==> config.mk <==
export PLATFORM = sky130hd
export DESIGN_NAME = rcv_packet_deser_flat
export DESIGN_NICKNAME = d
export VERILOG_FILES = /design/src/rtl/rcv_link_pkg.sv /design/src/rtl/rcv_packet_deser_if.sv /design/src/rtl/rcv_word_shifter.sv /design/src/rtl/rcv_packet_deser.sv /design/src/flat_wrapper.sv
export SDC_FILE = /design/constraint.sdc
export NUM_CORES = 1
export LEC_CHECK = 0
export ABC_CLOCK_PERIOD_IN_PS = 2650
export BUFFER_PORTS_ARGS = -buffer_cell sky130_fd_sc_hd__buf_2
export CORE_UTILIZATION = 43
export DETAILED_ROUTE_END_ITERATION = 10
export GPL_TIMING_DRIVEN = 0
export SYNTH_ARGS = -nofsm -noshare
export SYNTH_HDL_FRONTEND = slang
export SYNTH_HIERARCHICAL = 1
export SYNTH_SLANG_ARGS = --single-unit
==> constraint.sdc <==
create_clock -name rcv_clk -period 2.65 [get_ports rcv_clk]
set_input_delay 0.6625 -clock rcv_clk [delete_from_list [all_inputs] [get_ports rcv_clk]]
set_output_delay 0.6625 -clock rcv_clk [all_outputs]
set_load 0.005 [all_outputs]
==> src/rtl/rcv_link_pkg.sv <==
// rcv_link_pkg: shared types, constants and helpers for the receive-link deserializer.
// RCV_PARITY_EN selects 17-bit words (16 data + even parity) instead of 16-bit words.
package rcv_link_pkg;
  typedef enum logic [0:0] {HUNT = 1'b0, SHIFT = 1'b1} wst_e;
  typedef enum logic [0:0] {WAIT_HDR = 1'b0, SAMPLES = 1'b1} pst_e;
  localparam int WORD_W = 16;
`ifdef RCV_PARITY_EN
  localparam int WORD_L = WORD_W + 1;
`else
  localparam int WORD_L = WORD_W;
`endif
  localparam int DEF_MAX_LEN = 4095;
  localparam logic [3:0] DEF_HDR_TAG = 4'hA;
  localparam int TAG_MSB = 15;
  localparam int TAG_LSB = 12;
  localparam int LEN_MSB = 11;
  function automatic logic [7:0] sat_inc8(input logic [7:0] c);
    return (c == 8'hFF) ? c : c + 8'd1;
  endfunction
endpackage

==> src/rtl/rcv_packet_deser_if.sv <==
// rcv_packet_deser_if: serial link inputs plus the parsed sample stream and diagnostics.
interface rcv_packet_deser_if;
  import rcv_link_pkg::*;
  logic              i_fs;
  logic              i_d;
  logic              i_clr_cnt;
  logic [WORD_W-1:0] o_data;
  logic              o_vld;
  logic              o_hdr_vld;
  logic [LEN_MSB:0]  o_pkt_len;
  logic              o_pkt_done;
  logic              o_in_pkt;
  logic [7:0]        o_par_err_cnt;
  logic [7:0]        o_frm_err_cnt;
  logic [7:0]        o_hdr_err_cnt;
  modport master (
    output i_fs, i_d, i_clr_cnt,
    input  o_data, o_vld, o_hdr_vld, o_pkt_len, o_pkt_done, o_in_pkt,
           o_par_err_cnt, o_frm_err_cnt, o_hdr_err_cnt
  );
  modport slave (
    input  i_fs, i_d, i_clr_cnt,
    output o_data, o_vld, o_hdr_vld, o_pkt_len, o_pkt_done, o_in_pkt,
           o_par_err_cnt, o_frm_err_cnt, o_hdr_err_cnt
  );
endinterface

==> src/rtl/rcv_word_shifter.sv <==
// rcv_word_shifter: frames i_d into words on i_fs, flags parity and early-sync errors.
// Word results are combinational on the completing cycle; the top registers them.
module rcv_word_shifter
  import rcv_link_pkg::*;
(
  input  logic              rst_n,
  input  logic              rcv_clk,
  input  logic              fs_i,
  input  logic              d_i,
  output logic [WORD_W-1:0] word_o,
  output logic              word_ok_o,
  output logic              word_par_err_o,
  output logic              word_frm_err_o
);
  wst_e st_q, st_d;
  logic [WORD_L-2:0] sr_q;
  logic [WORD_L-1:0] full;
  logic [4:0] cnt_q, cnt_d;
  logic done, par_bad;
  // Stale bits need no clearing: a complete word shifts them all out.
  always_comb begin
    full = {sr_q, d_i};
    done = (st_q == SHIFT) && (cnt_q == 5'(WORD_L - 1));
`ifdef RCV_PARITY_EN
    par_bad = ^full;
`else
    par_bad = 1'b0;
`endif
    word_o = full[WORD_L-1 -: WORD_W];
    word_ok_o = done && !par_bad;
    word_par_err_o = done && par_bad;
    word_frm_err_o = (st_q == SHIFT) && fs_i && !done;
    st_d = fs_i ? SHIFT : (done ? HUNT : st_q);
    cnt_d = fs_i ? 5'd1 : cnt_q + 5'd1;
  end
  always_ff @(posedge rcv_clk or negedge rst_n) begin
    if (!rst_n) begin
      st_q <= HUNT;
      sr_q <= '0;
      cnt_q <= '0;
    end else begin
      st_q <= st_d;
      sr_q <= full[WORD_L-2:0];
      cnt_q <= cnt_d;
    end
  end
endmodule

==> src/rtl/rcv_packet_deser.sv <==
// rcv_packet_deser: packet parser (header + N samples) and saturating error counters.
// Build with RCV_PARITY_EN for parity-protected 17-bit words.
module rcv_packet_deser
  import rcv_link_pkg::*;
#(
  parameter int         MAX_LEN = DEF_MAX_LEN,
  parameter logic [3:0] HDR_TAG = DEF_HDR_TAG
) (
  input logic rst_n,
  input logic rcv_clk,
  rcv_packet_deser_if.slave lnk
);
  logic [WORD_W-1:0] word, data_q, data_d;
  logic word_ok, word_par_err, word_frm_err, hdr_good;
  logic [LEN_MSB:0] len_f, len_q, len_d, rem_q, rem_d;
  logic vld_q, vld_d, hdr_vld_q, hdr_vld_d, done_q, done_d;
  logic [7:0] par_q, par_d, frm_q, frm_d, hdr_q, hdr_d;
  pst_e pst_q, pst_d;
  rcv_word_shifter u_shift (
    .rst_n(rst_n),
    .rcv_clk(rcv_clk),
    .fs_i(lnk.i_fs),
    .d_i(lnk.i_d),
    .word_o(word),
    .word_ok_o(word_ok),
    .word_par_err_o(word_par_err),
    .word_frm_err_o(word_frm_err)
  );
  always_comb begin
    len_f = word[LEN_MSB:0];
    hdr_good = (word[TAG_MSB:TAG_LSB] == HDR_TAG) && (len_f != '0) && (int'(len_f) <= MAX_LEN);
    pst_d = pst_q;
    data_d = data_q;
    len_d = len_q;
    rem_d = rem_q;
    vld_d = 1'b0;
    hdr_vld_d = 1'b0;
    done_d = 1'b0;
    par_d = word_par_err ? sat_inc8(par_q) : par_q;
    frm_d = word_frm_err ? sat_inc8(frm_q) : frm_q;
    hdr_d = hdr_q;
    if (word_frm_err) pst_d = WAIT_HDR;
    if (word_ok && pst_q == WAIT_HDR) begin
      if (hdr_good) begin
        len_d = len_f;
        rem_d = len_f;
        hdr_vld_d = 1'b1;
        pst_d = SAMPLES;
      end else begin
        hdr_d = sat_inc8(hdr_q);
      end
    end else if (word_ok) begin
      data_d = word;
      vld_d = 1'b1;
      rem_d = rem_q - 1'b1;
      done_d = (rem_q == 12'd1);
      pst_d = done_d ? WAIT_HDR : SAMPLES;
    end
    if (lnk.i_clr_cnt) begin
      par_d = '0;
      frm_d = '0;
      hdr_d = '0;
    end
  end
  always_ff @(posedge rcv_clk or negedge rst_n) begin
    if (!rst_n) begin
      pst_q <= WAIT_HDR;
      data_q <= '0;
      len_q <= '0;
      rem_q <= '0;
      vld_q <= 1'b0;
      hdr_vld_q <= 1'b0;
      done_q <= 1'b0;
      par_q <= '0;
      frm_q <= '0;
      hdr_q <= '0;
    end else begin
      pst_q <= pst_d;
      data_q <= data_d;
      len_q <= len_d;
      rem_q <= rem_d;
      vld_q <= vld_d;
      hdr_vld_q <= hdr_vld_d;
      done_q <= done_d;
      par_q <= par_d;
      frm_q <= frm_d;
      hdr_q <= hdr_d;
    end
  end
  assign lnk.o_data = data_q;
  assign lnk.o_vld = vld_q;
  assign lnk.o_hdr_vld = hdr_vld_q;
  assign lnk.o_pkt_len = len_q;
  assign lnk.o_pkt_done = done_q;
  assign lnk.o_in_pkt = (pst_q == SAMPLES);
  assign lnk.o_par_err_cnt = par_q;
  assign lnk.o_frm_err_cnt = frm_q;
  assign lnk.o_hdr_err_cnt = hdr_q;
endmodule

==> src/flat_wrapper.sv <==
// flat-port wrapper written by rule: the top's interface ports become plain ports
module rcv_packet_deser_flat import rcv_link_pkg::*;
#(
  parameter int         MAX_LEN = DEF_MAX_LEN,
  parameter logic [3:0] HDR_TAG = DEF_HDR_TAG
)
  (rst_n, rcv_clk, lnk_i_fs, lnk_i_d, lnk_i_clr_cnt, lnk_o_data, lnk_o_vld, lnk_o_hdr_vld, lnk_o_pkt_len, lnk_o_pkt_done, lnk_o_in_pkt, lnk_o_par_err_cnt, lnk_o_frm_err_cnt, lnk_o_hdr_err_cnt);
  rcv_packet_deser_if lnk_i ();
  input logic rst_n;
  input logic rcv_clk;
  input wire logic [$bits(lnk_i.i_fs)-1:0] lnk_i_fs;
  input wire logic [$bits(lnk_i.i_d)-1:0] lnk_i_d;
  input wire logic [$bits(lnk_i.i_clr_cnt)-1:0] lnk_i_clr_cnt;
  output wire logic [$bits(lnk_i.o_data)-1:0] lnk_o_data;
  output wire logic [$bits(lnk_i.o_vld)-1:0] lnk_o_vld;
  output wire logic [$bits(lnk_i.o_hdr_vld)-1:0] lnk_o_hdr_vld;
  output wire logic [$bits(lnk_i.o_pkt_len)-1:0] lnk_o_pkt_len;
  output wire logic [$bits(lnk_i.o_pkt_done)-1:0] lnk_o_pkt_done;
  output wire logic [$bits(lnk_i.o_in_pkt)-1:0] lnk_o_in_pkt;
  output wire logic [$bits(lnk_i.o_par_err_cnt)-1:0] lnk_o_par_err_cnt;
  output wire logic [$bits(lnk_i.o_frm_err_cnt)-1:0] lnk_o_frm_err_cnt;
  output wire logic [$bits(lnk_i.o_hdr_err_cnt)-1:0] lnk_o_hdr_err_cnt;
  assign lnk_i.i_fs = lnk_i_fs;
  assign lnk_i.i_d = lnk_i_d;
  assign lnk_i.i_clr_cnt = lnk_i_clr_cnt;
  assign lnk_o_data = lnk_i.o_data;
  assign lnk_o_vld = lnk_i.o_vld;
  assign lnk_o_hdr_vld = lnk_i.o_hdr_vld;
  assign lnk_o_pkt_len = lnk_i.o_pkt_len;
  assign lnk_o_pkt_done = lnk_i.o_pkt_done;
  assign lnk_o_in_pkt = lnk_i.o_in_pkt;
  assign lnk_o_par_err_cnt = lnk_i.o_par_err_cnt;
  assign lnk_o_frm_err_cnt = lnk_i.o_frm_err_cnt;
  assign lnk_o_hdr_err_cnt = lnk_i.o_hdr_err_cnt;
  rcv_packet_deser #(.MAX_LEN(MAX_LEN), .HDR_TAG(HDR_TAG)) u_core (.rst_n(rst_n), .rcv_clk(rcv_clk), .lnk(lnk_i));
endmodule
[After elaboration in Yosys (flattened, before gate mapping)]
Cells that the tools add are included.
Word-level totals
  bits in registers: 81
  bits of input ports: 5
  output and inout port bits: 56
  word-level logic and storage cells: 67
Operators by class
  add/subtract/negate cells: 4
  equal/unequal tests: 9
  muxes and demuxes: 24
  bitwise gates (word level): 2
  reductions and logical operators: 16
Operators by type and width (number)
  two-way mux 8 bit: 7
  two-way mux 12 bit: 3
  adder 8 x 1 -> 8 bit, second input constant: 2
  equality test 8 bit, second input constant: 2
  two-way mux 1 bit: 13
  equality test 12 x 1 -> 1 bit, second input constant: 1
  nonzero test 12 bit: 1
  subtractor 12 x 1 -> 12 bit, second input constant: 1
  AND reduction 2 bit: 4
  nonzero test 2 bit: 4
  != test 2 bit, second input constant: 3
  adder 5 x 1 -> 5 bit, second input constant: 1
  equality test 5 x 4 -> 1 bit, second input constant: 1
  logical AND 1 bit: 5
  two-way mux 5 bit: 1
  equality test 4 bit, second input constant: 1
  AND reduction 3 bit: 1
  != test 2 x 1 -> 1 bit, second input constant: 1
  NOT 1 bit: 2
  zero test 1 bit: 1

[Logic depth before layout (Yosys ltp)]
Gate-level depths: netlist of run 1.
  depth after elaboration: 7
  mapped depth: 10
  depth with buffers taken out: 9

[Hierarchy]
Netlist of run 1, hierarchy kept.
By module, submodules not included
  rcv_packet_deser: instances 1, cells each 298, area an instance 3335.7 sq um, seq. area each 1701.6 sq um
  rcv_word_shifter: instances 1, cells each 41, area an instance 664.4 sq um, seq. area each 525.5 sq um

[Worst setup path before layout of run 1]
No wires, ideal clock.
  kind: reg2reg
  start point: register u_core.u_shift.cnt_q[0]
  end point: register u_core.len_q[10], in the netlist u_core/lnk.o_pkt_len[10]
  setup time: 0.125 ns
  arrival time: 2.111 ns
  required time: 2.525 ns
  setup slack: 0.415 ns
  cell stages (with the launch flop): 11
  path buffers: 3
  clock period less this slack: 2.235 ns
  path through: dfrtp_1 ha_1 and3_2 ha_1 and2_1 buf_2 nor2b_1 buf_2 nand2_1 buf_6 mux2_2
On the way
  longest elaborated chain between the ends: 4
RTL lines
  from (decl): RTL line rcv_word_shifter.sv:18  | logic [4:0] cnt_q, cnt_d;
  from (signal assigned): RTL line rcv_word_shifter.sv:44  | cnt_q <= cnt_d;
  equality test 5 x 4 -> 1 bit: RTL line rcv_word_shifter.sv:23  | done = (st_q == SHIFT) && (cnt_q == 5'(WORD_L - 1));
  logical AND 1 bit: RTL line rcv_word_shifter.sv:23
  via u_core.word_ok: RTL line rcv_packet_deser.sv:14  | logic word_ok, word_par_err, word_frm_err, hdr_good;
  logical AND 1 bit: RTL line rcv_packet_deser.sv:43  | if (word_ok && pst_q == WAIT_HDR) begin
  AND reduction 2 bit (no source line)
  to (signal assigned): RTL line rcv_packet_deser.sv:80  | len_q <= len_d;
  to (decl): RTL line rcv_packet_deser.sv:15  | logic [LEN_MSB:0] len_f, len_q, len_d, rem_q, rem_d;
The timed path passes the listed nets, and every way through them passes these cells.
A chain may end at the register's enable or synchronous reset.

[Worst setup path after layout of run 1]
  start point: register u_core.u_shift.cnt_q[0]
  end point: register u_core.len_q[6], in the netlist u_core/lnk.o_pkt_len[6]
The elaborated chain is that of the path after synthesis.

==> results of run 1 <==
[layer usage]
layer,vias up,GRT usage (%)
li1,1403,-
met1,1435,25.2
met2,60,29.1
met3,13,3.48
met4,0,8.04
met5,-,0
[state kept, by name, summed over array words and instances, names as in the netlist]
| register | flops |
|---|---|
| u_core/lnk.o_hdr_err_cnt | 8 |
| u_core/u_shift/st_q | 1 |
| u_core/u_shift/sr_q | 15 |
| u_core/lnk.o_hdr_vld | 1 |
| u_core/lnk.o_pkt_done | 1 |
| u_core/lnk.o_in_pkt | 1 |
| u_core/lnk.o_vld | 1 |
| u_core/u_shift/cnt_q | 5 |
| u_core/rem_q | 12 |
| u_core/lnk.o_par_err_cnt | 8 |
| u_core/lnk.o_frm_err_cnt | 8 |
| u_core/lnk.o_pkt_len | 12 |
| u_core/lnk.o_data | 16 |
[worst paths after layout]
check	start	slack, ns	depth (start not counted)	end
max	u_core/u_shift/cnt_q[0]	0.18	10	u_core/lnk.o_pkt_len[6]
min	rst_n	0.27	1	u_core/lnk.o_hdr_err_cnt[2]
max reg2reg	u_core/u_shift/cnt_q[0]	0.18	10	u_core/lnk.o_pkt_len[6]
min reg2reg	u_core/u_shift/sr_q[12]	0.42	0	u_core/u_shift/sr_q[13]
max in group asynchronous	rst_n	1.76	2	u_core/u_shift/sr_q[1]
min in group rcv_clk	u_core/u_shift/sr_q[12]	0.42	0	u_core/u_shift/sr_q[13]
[critical path: stages, from the launching register on]
cell	delay, ns
dfrtp_1	0.40
ha_1	0.23
and3_2	0.20
ha_1	0.18
and2_1	0.15
buf_2	0.19
nor2b_1	0.14
buf_2	0.17
nand2_1	0.15
buf_6	0.18
mux2_2	0.36
[power by group]
| group | switching (W) | total (W) | leakage (nW) | internal (W) |
|---|---|---|---|---|
| combinational | 0.0000630 | 0.000101 | 0.963 | 0.0000376 |
| clock | 0.000503 | 0.000953 | 0.0965 | 0.000451 |
| sequential | 0.0000294 | 0.00141 | 1.16 | 0.00138 |
| total | 0.000595 | 0.00247 | 2.22 | 0.00187 |
[kinds of logic (layout without fill, tap and decap cells)]
| family | Yosys count | in the layout | share of synthesized area (%) |
|---|---|---|---|
| buffers and inverters | 27 | 103 | 3.53 |
| AOI/OAI and AO/OA | 67 | 67 | 11.6 |
| DFF | 89 | 89 | 55.7 |
| and+or+nand+nor | 104 | 104 | 15.2 |
| adders and majority gates | 7 | 7 | 2.19 |
| other | 1 | 1 | 0.0937 |
| xor gates and xnor gates | 10 | 10 | 2.19 |
| muxes | 34 | 34 | 9.54 |
[placed cells by master, fill, tap and decap left out, types with 3 or more instances in the layout]
cell type / instances
clkbuf_8: 9
nor3_1: 5
nand4_1: 5
mux2i_1: 4
inv_1: 11
clkbuf_1: 4
a31oi_1: 3
or4_1: 6
xnor2_1: 4
buf_6: 3
mux2_2: 28
o21ai_0: 15
nor4_2: 3
o31ai_1: 8
nor2_1: 21
and3_1: 5
nand3_1: 14
o211ai_1: 8
dfrtp_1: 89
buf_2: 63
nor4_1: 5
a221o_1: 3
or3_1: 6
nand2b_1: 6
nand2_1: 12
nor2b_1: 4
ha_1: 7
a21oi_1: 13
xor2_1: 6
buf_4: 4
[per-stage QoR]
| step | instance area [um2] | util, % | std cells | power (W) |
|---|---|---|---|---|
| global placement | 4430 | 50.1 | 506 | 0.00153 |
| floorplan | 4000 | - | 339 | 0.00148 |
| CTS | 4660 | 52.7 | 523 | 0.00249 |
| global route | 4670 | 52.7 | 523 | 0.00257 |
| detailed placement | 4460 | 50.4 | 507 | 0.00154 |
| finish | 4670 | 52.7 | 523 | 0.00247 |
[area by class of cell]
type / count / area (um2) / area share [%]
Tap cell: 108 / 135 / 2.90
Clock inverter: 6 / 76.3 / 1.64
Timing Repair Buffer: 60 / 325 / 6.97
Clock buffer: 10 / 128 / 2.73
Buffer: 15 / 96.3 / 2.06
Sequential cell: 89 / 2230 / 47.7
Multi-Input combinational cell: 223 / 1630 / 35.0
Inverter: 12 / 45.0 / 0.965
[what timing repair did]
| item | in CTS | in global routing |
|---|---|---|
| endpoints found under the hold margin | 0 | 0 |
| hold buffers | 0 | 0 |
| resized for setup | 0 | 1 |
| endpoints found under the setup margin | 0 | 12 |
| buffers inserted | 0 | 0 |
==> qor.yml, run 1 <==
power-per-cell-area_nw_per_um2: 528
min_period_ns: 2.47
nFillCells: 802
outcome: "finished, final reports clean"
critPathKind: "flop to flop"
fp.dieArea_um2: 9690
hold_viol: 0
synth_edf_count: 0
layout_setup_ws_ns: 0.181
n_antenna_cell: 0
worstMarginPinSlew_ns: 0.562
synth_common_cells: "dfrtp_1, mux2_2, nor2_1, o21ai_0, nand3_1"
rsz0062_at_grt: "no"
synth-async-reset-ratio_pct: 100
antenna_left: 0
synth_cells: 339
ir_drop_mv: 0.212
grt.total_usage_pct: 18.5
first_iter_violations: 120
endpoint_kind: "flop"
via_count: 2911
gp_congestion: 0.950
clockRootBuffer: "clkbuf_8"
routed_wl_mm: 8.25
ys_ff_latch: 89
rows: 34
cp.required_ns: 2.90
grt_first_pass_wirelength_mm: 14.2
overflow: 0
cts_buffer_depth: 2
topRoutingLayerUsed: "met4"
synth.most_common_cell: "dfrtp_1"
p_leak_nw: 2.22
drv_slew: 0
max_slew_margin_pct: 61.5
yosysTopAreaCellShare_pct: 55.7
die_w_um: 98.5
synth_top_flop_cell: "dfrtp_1"
cts_tree: "done"
io_buffers: 59
area_delta_synth_final_pct: 16.7
synth_area_leader_cell: "dfrtp_1"
yosysWarnings: 6
initial_core_util_pct: 45.2
cap_violations: 0
route.met2.wl_mm: 3.89
syn_nets: 351
cp-start-kind: "flop"
final_nets: 422
crit_path_max_fanout: 10
drt_first_pass_iters: 9
period_share_pct: 93.2
crit_arrival_ns: 2.72
dr_wl_met3_um: 323
core-area_um2: 8850
cts_buffers: 9
htree_levels: 3
pin_count: 61
clock_skew_ns: 0.0126
routedWlPerCell_um: 15.8
ys_types: 60
synth.avg_cell_area_um2: 11.8
viasPerCell: 5.57
pre_cts_slack_ns: 0.103
setup_violations: 0
hp-class: "input port to async pin"
grt_max_degree: 50
synth-seq-area-share_pct: 55.7
drive_above_1_share_pct: 30.6
clock_sinks: 89
grt_pass1_vias: 2852
final.setup.tns_ns: 0
syn_area_um2: 4000
met1_length_mm: 3.88
hpwl_mm: 5.75
clk_pin_slew_ns: 0.10
drc: 0
fin_hold_ws_ns: 0.268
grt_antenna_before_repair: 0
synth.area.top_cells: "dfrtp_1, mux2_2, ha_1"
fp.dieH_um: 98.5
max_freq_ghz: 0.405
insertion_delay_ns: 0.36
No activity file was read; power rests on OpenSTA's default activity.
==> inputs of run 2 (changes only) <==
Settings changed: ABC_AREA from default to 1.
==> qor.yml, run 2 <==
power-per-cell-area_nw_per_um2: 503
synth_edf_count: 0
layout_setup_ws_ns: 0.532
endpoint_kind: "flop"
nFillCells: 971
setup_violations: 0
n_antenna_cell: 0
min_period_ns: 2.12
ys_ff_latch: 89
synth_fa_ha_area_share_pct: 2.08
synth.avg_cell_area_um2: 8.25
hpwl_mm: 6.91
area_delta_synth_final_pct: 16.4
syn_area_um2: 4220
synth_common_cells: "nand2_1, dfrtp_1, inv_1, nand3_1, nor2_1"
core-area_um2: 9370
grt_max_degree: 50
yosysTopAreaCellShare_pct: 52.8
max_freq_ghz: 0.472
initial_core_util_pct: 45.0
clockRootBuffer: "clkbuf_8"
final.setup.tns_ns: 0
cp.required_ns: 2.95
crit_path_max_fanout: 4
clk_pin_slew_ns: 0.10
synth.most_common_cell: "nand2_1"
rows: 35
synth_top_flop_cell: "dfrtp_1"
grt.total_usage_pct: 20.4
ys_types: 35
multi_input_area_um2: 1710
grt_pass1_vias: 3256
synth.area.top_cells: "dfrtp_1, nand2_1, nand3_1"
yosysWarnings: 6
viasPerCell: 4.94
synth-compound-area-share_pct: 7.63
synth-async-reset-ratio_pct: 100
routedWlPerCell_um: 13.3
grt_first_pass_wirelength_mm: 16.0
pin_count: 61
io_buffers: 60
holdBufCountCts: 0
cts_buffers: 9
fp.dieH_um: 101
fp.dieArea_um2: 10200
cp-start-kind: "flop"
final_common_cell: "nand2_1"
antenna_left: 0
r2r-start: "u_core/u_shift/cnt_q[0]"
first_iter_violations: 168
ir_drop_mv: 0.328
routed_wl_mm: 9.57
drt_first_pass_iters: 5
synth_area_leader_cell: "dfrtp_1"
synth-seq-area-share_pct: 52.8
synth-simple-area-share_pct: 29.3
period_share_pct: 79.9
cts_buffer_depth: 2
hp-class: "input port to async pin"
cts_tree: "done"
final-seq-area_um2: 2230
p_leak_nw: 2.57
clock_sinks: 89
largest_reg_flops: 16
synth_cells: 511
final_cell_mix: "nand2_1, dfrtp_1, buf_2"
synthXorXnorAreaFrac_pct: 1.45
pre_cts_slack_ns: 0.541
die_w_um: 101
drive_above_1_share_pct: 19.6
worstMarginPinSlew_ns: 0.576
final_nets: 595
rsz0062_at_grt: "no"
rr_endpoint: "u_core/lnk.o_frm_err_cnt[4]"
cap_violations: 0
syn_nets: 523
timing.reg2reg.setup_slack_ns: 0.53
drc: 0
synth_top_family_by_area: "simple AND/OR/NAND/NOR gates"
clock_skew_ns: 0.0108
postCtsSetupBuffers: 0
outcome: "finished, final reports clean"
insertion_delay_ns: 0.36
via_count: 3539
overflow: 0
grt_antenna_before_repair: 0
synthMuxAreaShare_pct: 0
max_slew_margin_pct: 61.6
critPathKind: "flop to flop"
htree_levels: 3
crit_arrival_ns: 2.41
utilization_pct: 52.3
hold_viol: 0
ctsResizeCount: 0
reg2regPathDepth: 9
gp_congestion: 0.852
drv_slew: 0
## run 2: cell count changes in the layout (fill, tap and decap cells not counted), sizes merged, moves of 25 or more
cell / before / now
inv: 14 / 56
o21ai: 16 / 48
mux2: 30 / 0
nand3: 14 / 42
nand2: 13 / 174
nor2: 21 / 46
## run 2: routing by layer
metal	vias to the layer above	GRT usage (%)	share of wire [%]
met5	-	0	0
met4	0	7.02	1.2
met3	10	3.19	4.3
met2	71	33.4	47
met1	1684	27.8	48
li1	1774	-	-
## run 2: cell type report
type                    instances  area share [%]
inverters                      55            4.23
clock buffers                  10            2.81
repair buffers                 61            6.73
clock inverters                 6            1.22
plain buffers                  12            1.50
multi-input cells             355            34.8
flip-flops and latches         89            45.4
well taps                     129            3.29
## run 2: kinds of logic (layout without fill, tap and decap cells)
family | Yosys count | after routing
compound gates | 58 | 58
xor+xnor | 7 | 7
fa+ha+maj | 7 | 7
buf+inv | 67 | 144
flops | 89 | 89
other cells | 1 | 1
simple gates | 282 | 282
## run 2: worst max-delay path by stage
stage	startpoint	to	slack [ns]
after floorplan	u_core/u_shift/cnt_q[0]	u_core/lnk.o_frm_err_cnt[1]	0.87
after global routing	u_core/u_shift/cnt_q[0]	u_core/lnk.o_frm_err_cnt[4]	0.32
final	u_core/u_shift/cnt_q[0]	u_core/lnk.o_frm_err_cnt[4]	0.53
after global placement	rst_n	u_core/lnk.o_hdr_vld	0.08
after CTS	u_core/u_shift/cnt_q[0]	u_core/lnk.o_frm_err_cnt[4]	0.52
after detailed placement	u_core/u_shift/cnt_q[0]	u_core/lnk.o_frm_err_cnt[4]	0.54
## run 2: through the flow
stage / total power [W] / instance area (um2) / std cells / hold WS, ns
3_3_place_gp: 0.00157 / 4680 / 700 / 0.359
3_5_place_dp: 0.00158 / 4710 / 701 / 0.362
5_1_grt: 0.00258 / 4910 / 717 / 0.321
2_1_floorplan: 0.00151 / 4220 / 511 / 0.354
6_report: 0.00247 / 4910 / 717 / 0.296
4_1_cts: 0.00251 / 4910 / 717 / 0.302
## run 2: where the power goes
part	internal, W	leakage (nW)	switching [W]	total (W)
sequential	0.00139	1.17	0.0000304	0.00142
clock	0.000388	0.0942	0.000528	0.000916
combinational	0.0000444	1.31	0.0000920	0.000136
total	0.00182	2.57	0.000651	0.00247
## run 2: worst max-delay path, cell delays in order, from the launching register on
cell,delay [ns]
dfrtp_1,0.41
ha_1,0.23
nand2_1,0.06
nor2_1,0.04
ha_1,0.20
nor3_1,0.49
inv_1,0.18
o31ai_1,0.28
nand2_1,0.08
nor2_1,0.09
